**src/rtl/arvi_bus_arbiter.sv**
```systemverilog
// Two-master, one-slave bus arbiter with round-robin priority and a
// watchdog that terminates slave transactions that never complete.
module arvi_bus_arbiter #(
    parameter int unsigned TIMEOUT  = 255,
    parameter logic [31:0] ERR_DATA = 32'hDEADBEEF
) (
    input  logic        clk,
    input  logic        rst,
    input  logic        i_m0_bus_en,
    input  logic        i_m0_wr_en,
    input  logic [31:0] i_m0_wr_data,
    input  logic [31:0] i_m0_addr,
    input  logic [3:0]  i_m0_byte_en,
    output logic        o_m0_ack,
    output logic [31:0] o_m0_rd_data,
    input  logic        i_m1_bus_en,
    input  logic        i_m1_wr_en,
    input  logic [31:0] i_m1_wr_data,
    input  logic [31:0] i_m1_addr,
    input  logic [3:0]  i_m1_byte_en,
    output logic        o_m1_ack,
    output logic [31:0] o_m1_rd_data,
    output logic        o_s_bus_en,
    output logic        o_s_wr_en,
    output logic [31:0] o_s_wr_data,
    output logic [31:0] o_s_addr,
    output logic [3:0]  o_s_byte_en,
    input  logic        i_s_ack,
    input  logic [31:0] i_s_rd_data,
    output logic        o_grant,
    output logic        o_timeout
);

    localparam int unsigned CW = (TIMEOUT > 1) ? $clog2(TIMEOUT) : 1;
    localparam logic [CW-1:0] WD_LAST = CW'((TIMEOUT == 0) ? 0 : TIMEOUT - 1);

    typedef enum logic {IDLE = 1'b0, BUSY = 1'b1} state_t;

    state_t          state, state_nxt;
    logic            ptr, ptr_nxt;
    logic            grant_nxt;
    logic [CW-1:0]   count, count_nxt;
    logic            s_bus_en_nxt, s_wr_en_nxt;
    logic [31:0]     s_wr_data_nxt, s_addr_nxt;
    logic [3:0]      s_byte_en_nxt;
    logic            sel;
    logic            wd_fire;
    logic            done;
    logic [31:0]     ret_data;

    // Watchdog fires only when the slave stays silent in the last allowed cycle
    assign wd_fire = (TIMEOUT != 0) && (state == BUSY) && !i_s_ack && (count == WD_LAST);
    assign done    = (state == BUSY) && (i_s_ack || wd_fire);

    // Return path: completion and data go only to the granted master
    always_comb begin
        ret_data     = i_s_ack ? i_s_rd_data : ERR_DATA;
        o_m0_ack     = done && (o_grant == 1'b0);
        o_m1_ack     = done && (o_grant == 1'b1);
        o_m0_rd_data = o_m0_ack ? ret_data : 32'h0000_0000;
        o_m1_rd_data = o_m1_ack ? ret_data : 32'h0000_0000;
        o_timeout    = wd_fire;
    end

    // Next-state: arbitration and request capture in IDLE, completion in BUSY
    always_comb begin
        state_nxt     = state;
        ptr_nxt       = ptr;
        grant_nxt     = o_grant;
        count_nxt     = count;
        s_bus_en_nxt  = o_s_bus_en;
        s_wr_en_nxt   = o_s_wr_en;
        s_wr_data_nxt = o_s_wr_data;
        s_addr_nxt    = o_s_addr;
        s_byte_en_nxt = o_s_byte_en;
        sel           = (i_m0_bus_en && i_m1_bus_en) ? ptr : i_m1_bus_en;
        case (state)
            IDLE: begin
                if (i_m0_bus_en || i_m1_bus_en) begin
                    state_nxt     = BUSY;
                    grant_nxt     = sel;
                    count_nxt     = '0;
                    s_bus_en_nxt  = 1'b1;
                    s_wr_en_nxt   = sel ? i_m1_wr_en   : i_m0_wr_en;
                    s_wr_data_nxt = sel ? i_m1_wr_data : i_m0_wr_data;
                    s_addr_nxt    = sel ? i_m1_addr    : i_m0_addr;
                    s_byte_en_nxt = sel ? i_m1_byte_en : i_m0_byte_en;
                end else begin
                    state_nxt = IDLE;
                end
            end
            BUSY: begin
                if (done) begin
                    state_nxt    = IDLE;
                    s_bus_en_nxt = 1'b0;
                    ptr_nxt      = ~o_grant;
                end else begin
                    count_nxt = count + 1'b1;
                end
            end
            default: begin
                state_nxt    = IDLE;
                s_bus_en_nxt = 1'b0;
            end
        endcase
    end

    // State and slave-side request registers
    always_ff @(posedge clk or posedge rst) begin
        if (rst) begin
            state       <= IDLE;
            ptr         <= 1'b0;
            o_grant     <= 1'b0;
            count       <= '0;
            o_s_bus_en  <= 1'b0;
            o_s_wr_en   <= 1'b0;
            o_s_wr_data <= 32'h0000_0000;
            o_s_addr    <= 32'h0000_0000;
            o_s_byte_en <= 4'h0;
        end else begin
            state       <= state_nxt;
            ptr         <= ptr_nxt;
            o_grant     <= grant_nxt;
            count       <= count_nxt;
            o_s_bus_en  <= s_bus_en_nxt;
            o_s_wr_en   <= s_wr_en_nxt;
            o_s_wr_data <= s_wr_data_nxt;
            o_s_addr    <= s_addr_nxt;
            o_s_byte_en <= s_byte_en_nxt;
        end
    end

endmodule

```
**config.mk**
```make
export PLATFORM = sky130hd
export DESIGN_NAME = arvi_bus_arbiter
export DESIGN_NICKNAME = d
export VERILOG_FILES = /design/src/rtl/arvi_bus_arbiter.sv
export SDC_FILE = /design/constraint.sdc
export NUM_CORES = 1
export LEC_CHECK = 0
export ABC_AREA = 1
export CAP_MARGIN = 25
export CORE_AREA = 2 2 121 123
export DETAILED_ROUTE_END_ITERATION = 6
export DIE_AREA = 0 0 123 125
export PLACE_DENSITY = 0.77
export SLEW_MARGIN = 20
export SYNTH_ARGS = -nofsm -noshare
export SYNTH_HDL_FRONTEND = slang
export SYNTH_SLANG_ARGS = --single-unit
```
**constraint.sdc**
```tcl
create_clock -name clk -period 3.26 [get_ports clk]
set_input_delay 0.326 -clock clk [delete_from_list [all_inputs] [get_ports clk]]
set_output_delay 0.326 -clock clk [all_outputs]
set_load 0.02 [all_outputs]
```
# Yosys cells after proc, flatten, opt, wreduce, memory -nomap -nowiden
# Cells that the tools add are included.
dict set report word_totals {
  reg_bits 81
  inputBits 175
  out_inout_bits 138
  wordCells 46
}
dict set report classes {
  add_sub_neg 1
  n_eq_ne 4
  mux 17
  n_bitwise 2
  reduce_logical 13
}
# cell n
set ops {}
lappend ops {{32-bit two-way mux} 5}
lappend ops {{8-bit two-way mux} 2}
lappend ops {{8-bit case mux with 2 select lines} 1}
lappend ops {{8-bit by 1-bit adder with 8-bit output (second input constant)} 1}
lappend ops {{8-bit == test (second input constant)} 1}
lappend ops {{2-bit AND reduction} 4}
lappend ops {{1-bit logical AND} 6}
lappend ops {{1-bit two-way mux} 6}
lappend ops {{4-bit two-way mux} 1}
lappend ops {{2-bit inequality test (second input constant)} 2}
lappend ops {{1-bit case mux with 2 select lines} 2}
lappend ops {{1-bit logical OR} 2}
lappend ops {{2-bit by 1-bit inequality test with 1-bit output (second input constant)} 1}
lappend ops {{1-bit NOT} 2}
lappend ops {{1-bit logical NOT} 1}

# Logic depth before layout (Yosys ltp)
# Gate-level depths: netlist of the first run.
dict set report depth {
  depth_word 7
  mapped_depth 9
  ltp_nobuf 9
}

# Least setup slack after synthesis of the first run
# Ideal clock, no wire load.
dict set report synth_path {
  path_kind {reg-to-output}
  from {register count[0]}
  to {output o_m0_rd_data[18]}
  t_arrival_ps 1570
  t_required_ps 2934
  setup_slack_ps 1364
  stages_incl_launch_ff 10
  path_buffers 1
  cell_sequence {dfrtp_1 -> inv_1 -> ha_1 -> inv_1 -> nor2_2 -> nand2_2 -> a21oi_4 -> nand2_4 -> buf_6 -> nor2_1}
}
dict set report synth_via {
  elab_chain_len 6
}
# item line
set synth_lines {}
lappend synth_lines {{start: declaration} 42} ;# logic [CW-1:0] count, count_nxt;
lappend synth_lines {{start signal: assignment} 124} ;# count <= count_nxt;
lappend synth_lines {{8-bit == test} 52} ;# assign wd_fire = (TIMEOUT != 0) && (state == BUSY) && !i_s_ack && (count == WD_LAST);
lappend synth_lines {{1-bit logical AND} 52}
lappend synth_lines {{1-bit logical OR} 53} ;# assign done = (state == BUSY) && (i_s_ack || wd_fire);
lappend synth_lines {{1-bit logical AND} 53}
lappend synth_lines {{1-bit logical AND} 58} ;# o_m0_ack = done && (o_grant == 1'b0);
lappend synth_lines {{32-bit two-way mux} 60} ;# o_m0_rd_data = o_m0_ack ? ret_data : 32'h0000_0000;
lappend synth_lines {{end: declaration} 15} ;# output logic [31:0] o_m0_rd_data,
# No other way between the ends.

# Final worst setup path of the first run
dict set report layout_path {
  from {register count[0]}
  to {output o_m1_rd_data[28]}
}
dict set report layout_via {
  elab_chain_len 6
}
# item line
set layout_lines {}
lappend layout_lines {{8-bit == test} 52}
lappend layout_lines {{1-bit logical AND} 52}
lappend layout_lines {{1-bit logical OR} 53}
lappend layout_lines {{1-bit logical AND} 53}
lappend layout_lines {{1-bit logical AND} 59} ;# o_m1_ack = done && (o_grant == 1'b1);
lappend layout_lines {{32-bit two-way mux} 61} ;# o_m1_rd_data = o_m1_ack ? ret_data : 32'h0000_0000;
lappend layout_lines {{end: declaration} 22} ;# output logic [31:0] o_m1_rd_data,
# No other way between the ends.

==> results of run 1 <==
-- per-layer routing --
layer | vias to the layer above | wire, um | track usage [%]
li1 | 2498 | - | -
met1 | 2344 | 6100 | 23.6
met2 | 238 | 8470 | 37.9
met3 | 24 | 1710 | 7.21
met4 | 0 | 417 | 6.89
met5 | - | 0 | 0
-- cell usage after synthesis, types with 2 or more instances --
master / instances
buf_2: 6
nand3_1: 10
inv_2: 4
dfrtp_1: 81
clkbuf_1: 27
inv_1: 27
nand2_2: 3
buf_4: 3
a21oi_1: 140
ha_1: 2
nand2_1: 98
buf_6: 4
nand4_1: 17
nand2_4: 2
o21ai_0: 6
nor2_1: 154
-- registers in the layout, indices dropped and copies added, names as in the netlist, 4 cells and up --
| name | flops |
|---|---|
| o_s_wr_data | 32 |
| o_s_byte_en | 4 |
| o_s_addr | 32 |
| count | 8 |
-- final cells by class --
class	instances	area, um^2	share of cell area [%]
Clock inverter	4	76.3	0.968
Timing Repair Buffer	322	3220	40.9
Tap cell	184	230	2.92
Multi-Input combinational cell	437	1960	24.8
Inverter	32	121	1.54
Clock buffer	11	253	3.20
Sequential cell	81	2030	25.7
-- metrics by stage --
stage / instance area, um^2 / util [%] / hold slack, ns
6_report: 7890 / 55.5 / 0.362
4_1_cts: 7890 / 55.5 / 0.371
3_5_place_dp: 7560 / 53.2 / 0.516
5_1_grt: 7890 / 55.5 / 0.392
2_1_floorplan: 4300 / - / 0.466
3_3_place_gp: 7560 / 53.2 / 0.504
-- path summary, 6_finish.rpt --
check	depth (start not counted)	slack (ns)	startpoint	endpoint
hold / removal	2	0.36	rst	o_s_wr_data[30]
setup reg to reg	7	1.21	state	count[3]
max in group asynchronous	3	2.22	rst	o_s_addr[15]
min in group clk	2	0.52	o_s_addr[12]	o_s_addr[12]
hold reg to reg	2	0.52	o_s_addr[12]	o_s_addr[12]
setup / recovery	9	0.43	count[0]	o_m1_rd_data[28]
-- power by group --
part	switching, mW	internal [mW]	total [mW]	leakage (nW)
Clock	0.405	0.710	1.11	0.158
Sequential	0.236	1.40	1.63	0.928
Combinational	1.57	1.30	2.87	2.30
Total	2.21	3.40	5.61	3.38
-- cells by family (layout without fill, tap and decap cells) --
logic type               count (synthesis)  count (layout)  share of synthesized area (%)
flip-flops                              81              81                           47.2
adder cells (fa/ha/maj)                  2               2                          0.582
AND/OR/NAND/NOR                        286             286                           26.9
XOR/XNOR                                 1               1                          0.204
buffers and inverters                   73             369                           7.52
AO/OA/AOI/OAI                          148             148                           17.6
==> flow_summary.json, run 1 <==
{
  "status": "complete, no violations",
  "hold_class": "input pin to async pin",
  "wl_um": 16700,
  "dr.pass1.iters": 4,
  "final.setup_skew_ns": 0.00961,
  "numClockSinks": 81,
  "cts_buffers": 9,
  "layout-area-overhead-vs-synth_pct": 83.6,
  "fin_cells": 1071,
  "cp.buffers_inverters": 3,
  "core_area_mm2": 0.0142,
  "drc": 0,
  "grt-ovfl-total": 0,
  "synth_edf_count": 0,
  "syn_area_mm2": 0.00430,
  "nNetsFinal": 1060,
  "synth-seq-area-share_pct": 47.2,
  "maxCapViolations": 0,
  "path_cells": "inv_1 -> ha_1 -> inv_1 -> nor2_2 -> nand2_2 -> a21oi_4 -> nand2_4 -> nor2_1 -> clkdlybuf4s50_1",
  "setup_viol": 0,
  "fp-row-count": 44,
  "clk_latency_ns": 0.33,
  "place_inst": 1056,
  "worstPathArrival_ns": 2.50,
  "max_slew_margin_pct": 40.6,
  "syn_nets": 768,
  "clock.fmax_ghz": 0.353,
  "pwr_density_cell_mw_per_mm2": 712,
  "place_congestion": 0.836,
  "clockBufferDepth": 2,
  "final_common_cell": "clkdlybuf4s50_1",
  "drt.antenna.violating_nets": 0,
  "worst_slew_pin_slew_ns": 0.890,
  "start_util_pct": 30.2,
  "power_mw": 5.61,
  "synth_seq_cells": 81,
  "required_ns": 2.93,
  "slew_viol_final": 0,
  "grt_pass1_vias": 4900,
  "max_stage_delay_ns": 0.67,
  "ir_drop_mv": 0.369,
  "root_buffer": "clkbuf_16",
  "ys_warn_count": 0,
  "path_class": "flop to output port",
  "power.leakage_nw": 3.38,
  "rsz0062_at_grt": "no",
  "syn_inst": 591,
  "nFillCells": 1331,
  "final_cell_mix": "312 x clkdlybuf4s50_1, 154 x nor2_1, 140 x a21oi_1",
  "yosys.area.top_type": "dfrtp_1",
  "synth_top_area_share_pct": 47.2,
  "post-cts-setup-buffer-count": 0,
  "drt_iter0_drc": 153,
  "drt-vias-per-instance": 4.77,
  "dieArea_mm2": 0.0154,
  "cts_tree": "done",
  "dp_hpwl_um": 12300,
  "synth_area_leaders": "dfrtp_1 47%, a21oi_1 16%, nor2_1 13%, nand2_1 8.6%, nand4_1 2.5%",
  "syn_area_per_cell_um2": 7.27,
  "grt_max_degree": 79,
  "synth_ff_type": "dfrtp_1",
  "cts-htree-levels": 3,
  "crit_family": "buffers and inverters",
  "grt_pass1_wl_um": 25600,
  "synth.distinct_cells": 23,
  "setup_tns_ns": 0,
  "path_max_fanout": 25,
  "fp.dieW_um": 123,
  "fin_crit_sh_pct": 86.8,
  "grt_usage_pct": 21.3,
  "critPathLaunchType": "flop",
  "post-place-ws_ns": 0.636,
  "vias": 5104,
  "cp-end-kind": "output port",
  "post-route-min-period_ns": 2.83,
  "die-height_um": 125,
  "n_antenna_cell": 0,
  "drive_gt1_share_pct": 4.40,
  "ctsHoldBuffers": 0,
  "hold_viol": 0,
  "wl_per_cell_um": 15.6,
  "fin_ws_ns": 0.430,
  "synthArstFlopShare_pct": 100,
  "cpMaxStageDelayCell": "clkdlybuf4s50_1",
  "cts_resized": 0,
  "clk_pin_slew_ns": 0.06,
  "antenna_found_initial": 0,
  "portBuffers": 312,
  "crit_path_frequent_cell": "inv_1",
  "io_pins": 313
}
Power figures use the tool's default switching activity.
==> inputs of run 2 (changes only) <==
clock period = 3.1 ns   (was 3.26 ns; I/O delays follow)
==> run 2 against run 1 <==
- non-clock buffer count did not move
- clock skew barely moved
- core utilization fell by 0.26 points
- sequential share of layout area rose by 0.12 points
- critical path type unchanged
- critical endpoint is now o_m1_rd_data[31]
==> flow_summary.json, run 2 (synthesis gave the netlist of run 1 again) <==
{
  "final_cell_area_mm2": 0.00785,
  "drt_iter0_drc": 204,
  "numClockSinks": 81,
  "grt_max_degree": 71,
  "switching_share_pct": 40.6,
  "fp.dieW_um": 123,
  "drt.antenna.violating_nets": 0,
  "io_pins": 313,
  "cts-htree-levels": 3,
  "fin_crit_sh_pct": 90.5,
  "max_slew_margin_pct": 47.3,
  "n_antenna_cell": 0,
  "die-height_um": 125,
  "drt-vias-per-instance": 4.78,
  "antenna_found_initial": 0,
  "clock_power_share_pct": 17.3,
  "worstPathArrival_ns": 2.50,
  "hold_viol": 0,
  "ctsHoldBuffers": 0,
  "wl_um": 16900,
  "grt-ovfl-total": 0,
  "path_class": "flop to output port",
  "fp-row-count": 44,
  "grt_pass1_vias": 5062,
  "post-route-min-period_ns": 2.81,
  "dp_hpwl_um": 12400,
  "hold_class": "input pin to async pin",
  "status": "complete, no violations",
  "dieArea_mm2": 0.0154,
  "cts_resized": 0,
  "layout-area-overhead-vs-synth_pct": 82.8,
  "grt_pass1_wl_um": 26100,
  "post-cts-setup-buffer-count": 0,
  "start_util_pct": 30.2,
  "path_max_fanout": 25,
  "clk_latency_ns": 0.34,
  "cp-end-kind": "output port",
  "maxCapViolations": 0,
  "r2r_slack_ns": 1.39,
  "wl_per_cell_um": 15.8,
  "portBuffers": 312,
  "comb_power_share_pct": 52.7,
  "cts_buffers": 9,
  "clock.fmax_ghz": 0.356,
  "utilization_pct": 55.3,
  "pwr_density_cell_mw_per_mm2": 731,
  "critPathLaunchType": "flop",
  "slew_viol_final": 0,
  "hold_slack_ns": 0.416,
  "setup_tns_ns": 0,
  "power_mw": 5.73,
  "clockBufferDepth": 2,
  "rr_worst_depth": 9,
  "place_area_mm2": 0.00757,
  "vias": 5128,
  "clk_pin_slew_ns": 0.07,
  "place_congestion": 0.845,
  "seq_power_share_pct": 29.9,
  "drc": 0,
  "final_common_cell": "clkdlybuf4s50_1",
  "dr.pass1.iters": 4,
  "drive_gt1_share_pct": 4.62,
  "nNetsFinal": 1060,
  "cts_tree": "done",
  "ir_drop_mv": 0.332,
  "nFillCells": 1333,
  "final.setup_skew_ns": 0.00961,
  "final_cell_mix": "309 x clkdlybuf4s50_1, 154 x nor2_1, 140 x a21oi_1",
  "rsz0062_at_grt": "no",
  "setup_viol": 0,
  "core_area_mm2": 0.0142,
  "power.internal_mw": 3.41,
  "power.leakage_nw": 3.37,
  "worst_slew_pin_slew_ns": 0.789,
  "required_ns": 2.79,
  "grt_usage_pct": 21.7,
  "top_regs": "o_s_addr x32, o_s_wr_data x32, count x8",
  "switchingPower_mw": 2.33,
  "root_buffer": "clkbuf_16"
}
-- run 2: cell type report --
class	count	area [um^2]	share of cell area, %
Sequential cell	81	2030	25.8
Inverter	32	121	1.55
Timing Repair Buffer	322	3240	41.3
Clock buffer	12	246	3.14
Clock inverter	4	28.8	0.367
Multi-Input combinational cell	437	1960	24.9
Tap cell	184	230	2.93
-- run 2: power groups by stage --
stage	clock network [mW]	registers, mW	logic (mW)
floorplan	0	2.19	1.02
global placement	0	1.72	3.02
detailed placement	0	1.73	3.04
CTS	1.03	1.72	3.05
global route	1.07	1.77	3.25
finish	0.995	1.72	3.02
-- run 2: final timing paths --
| path | from | endpoint |
|---|---|---|
| worst max-delay path | count[0] | o_m1_rd_data[31] |
| worst min-delay path | rst | o_s_addr[5] |
| worst max register to register | count[0] | count[3] |
| worst min register to register | o_s_wr_data[11] | o_s_wr_data[11] |
| max in group asynchronous | rst | o_s_wr_data[7] |
| min in group clk | i_m1_wr_data[24] | o_s_wr_data[24] |
-- run 2: worst max-delay path, cell delays in order (launching register included) --
cell,delay [ns]
dfrtp_1,0.42
inv_1,0.09
ha_1,0.16
inv_1,0.05
nor2_2,0.10
nand2_2,0.09
a21oi_4,0.22
nand2_4,0.20
nor2_1,0.15
clkdlybuf4s50_1,0.68
-- run 2: metal layers --
metal  global-route usage (%)  share of wire, %  vias to the layer above
met5                        0                 0                        -
met4                     7.02               2.9                        0
met3                     6.84               9.3                       28
met2                     39.0                50                      236
met1                     24.1                37                     2357
li1                         -                 -                     2507
-- run 2: stage by stage --
step	setup slack [ns]	std cells
finish	0.294	1072
detailed placement	0.602	1056
floorplan	0.710	591
global placement	0.621	1056
global route	0.111	1072
CTS	0.286	1072
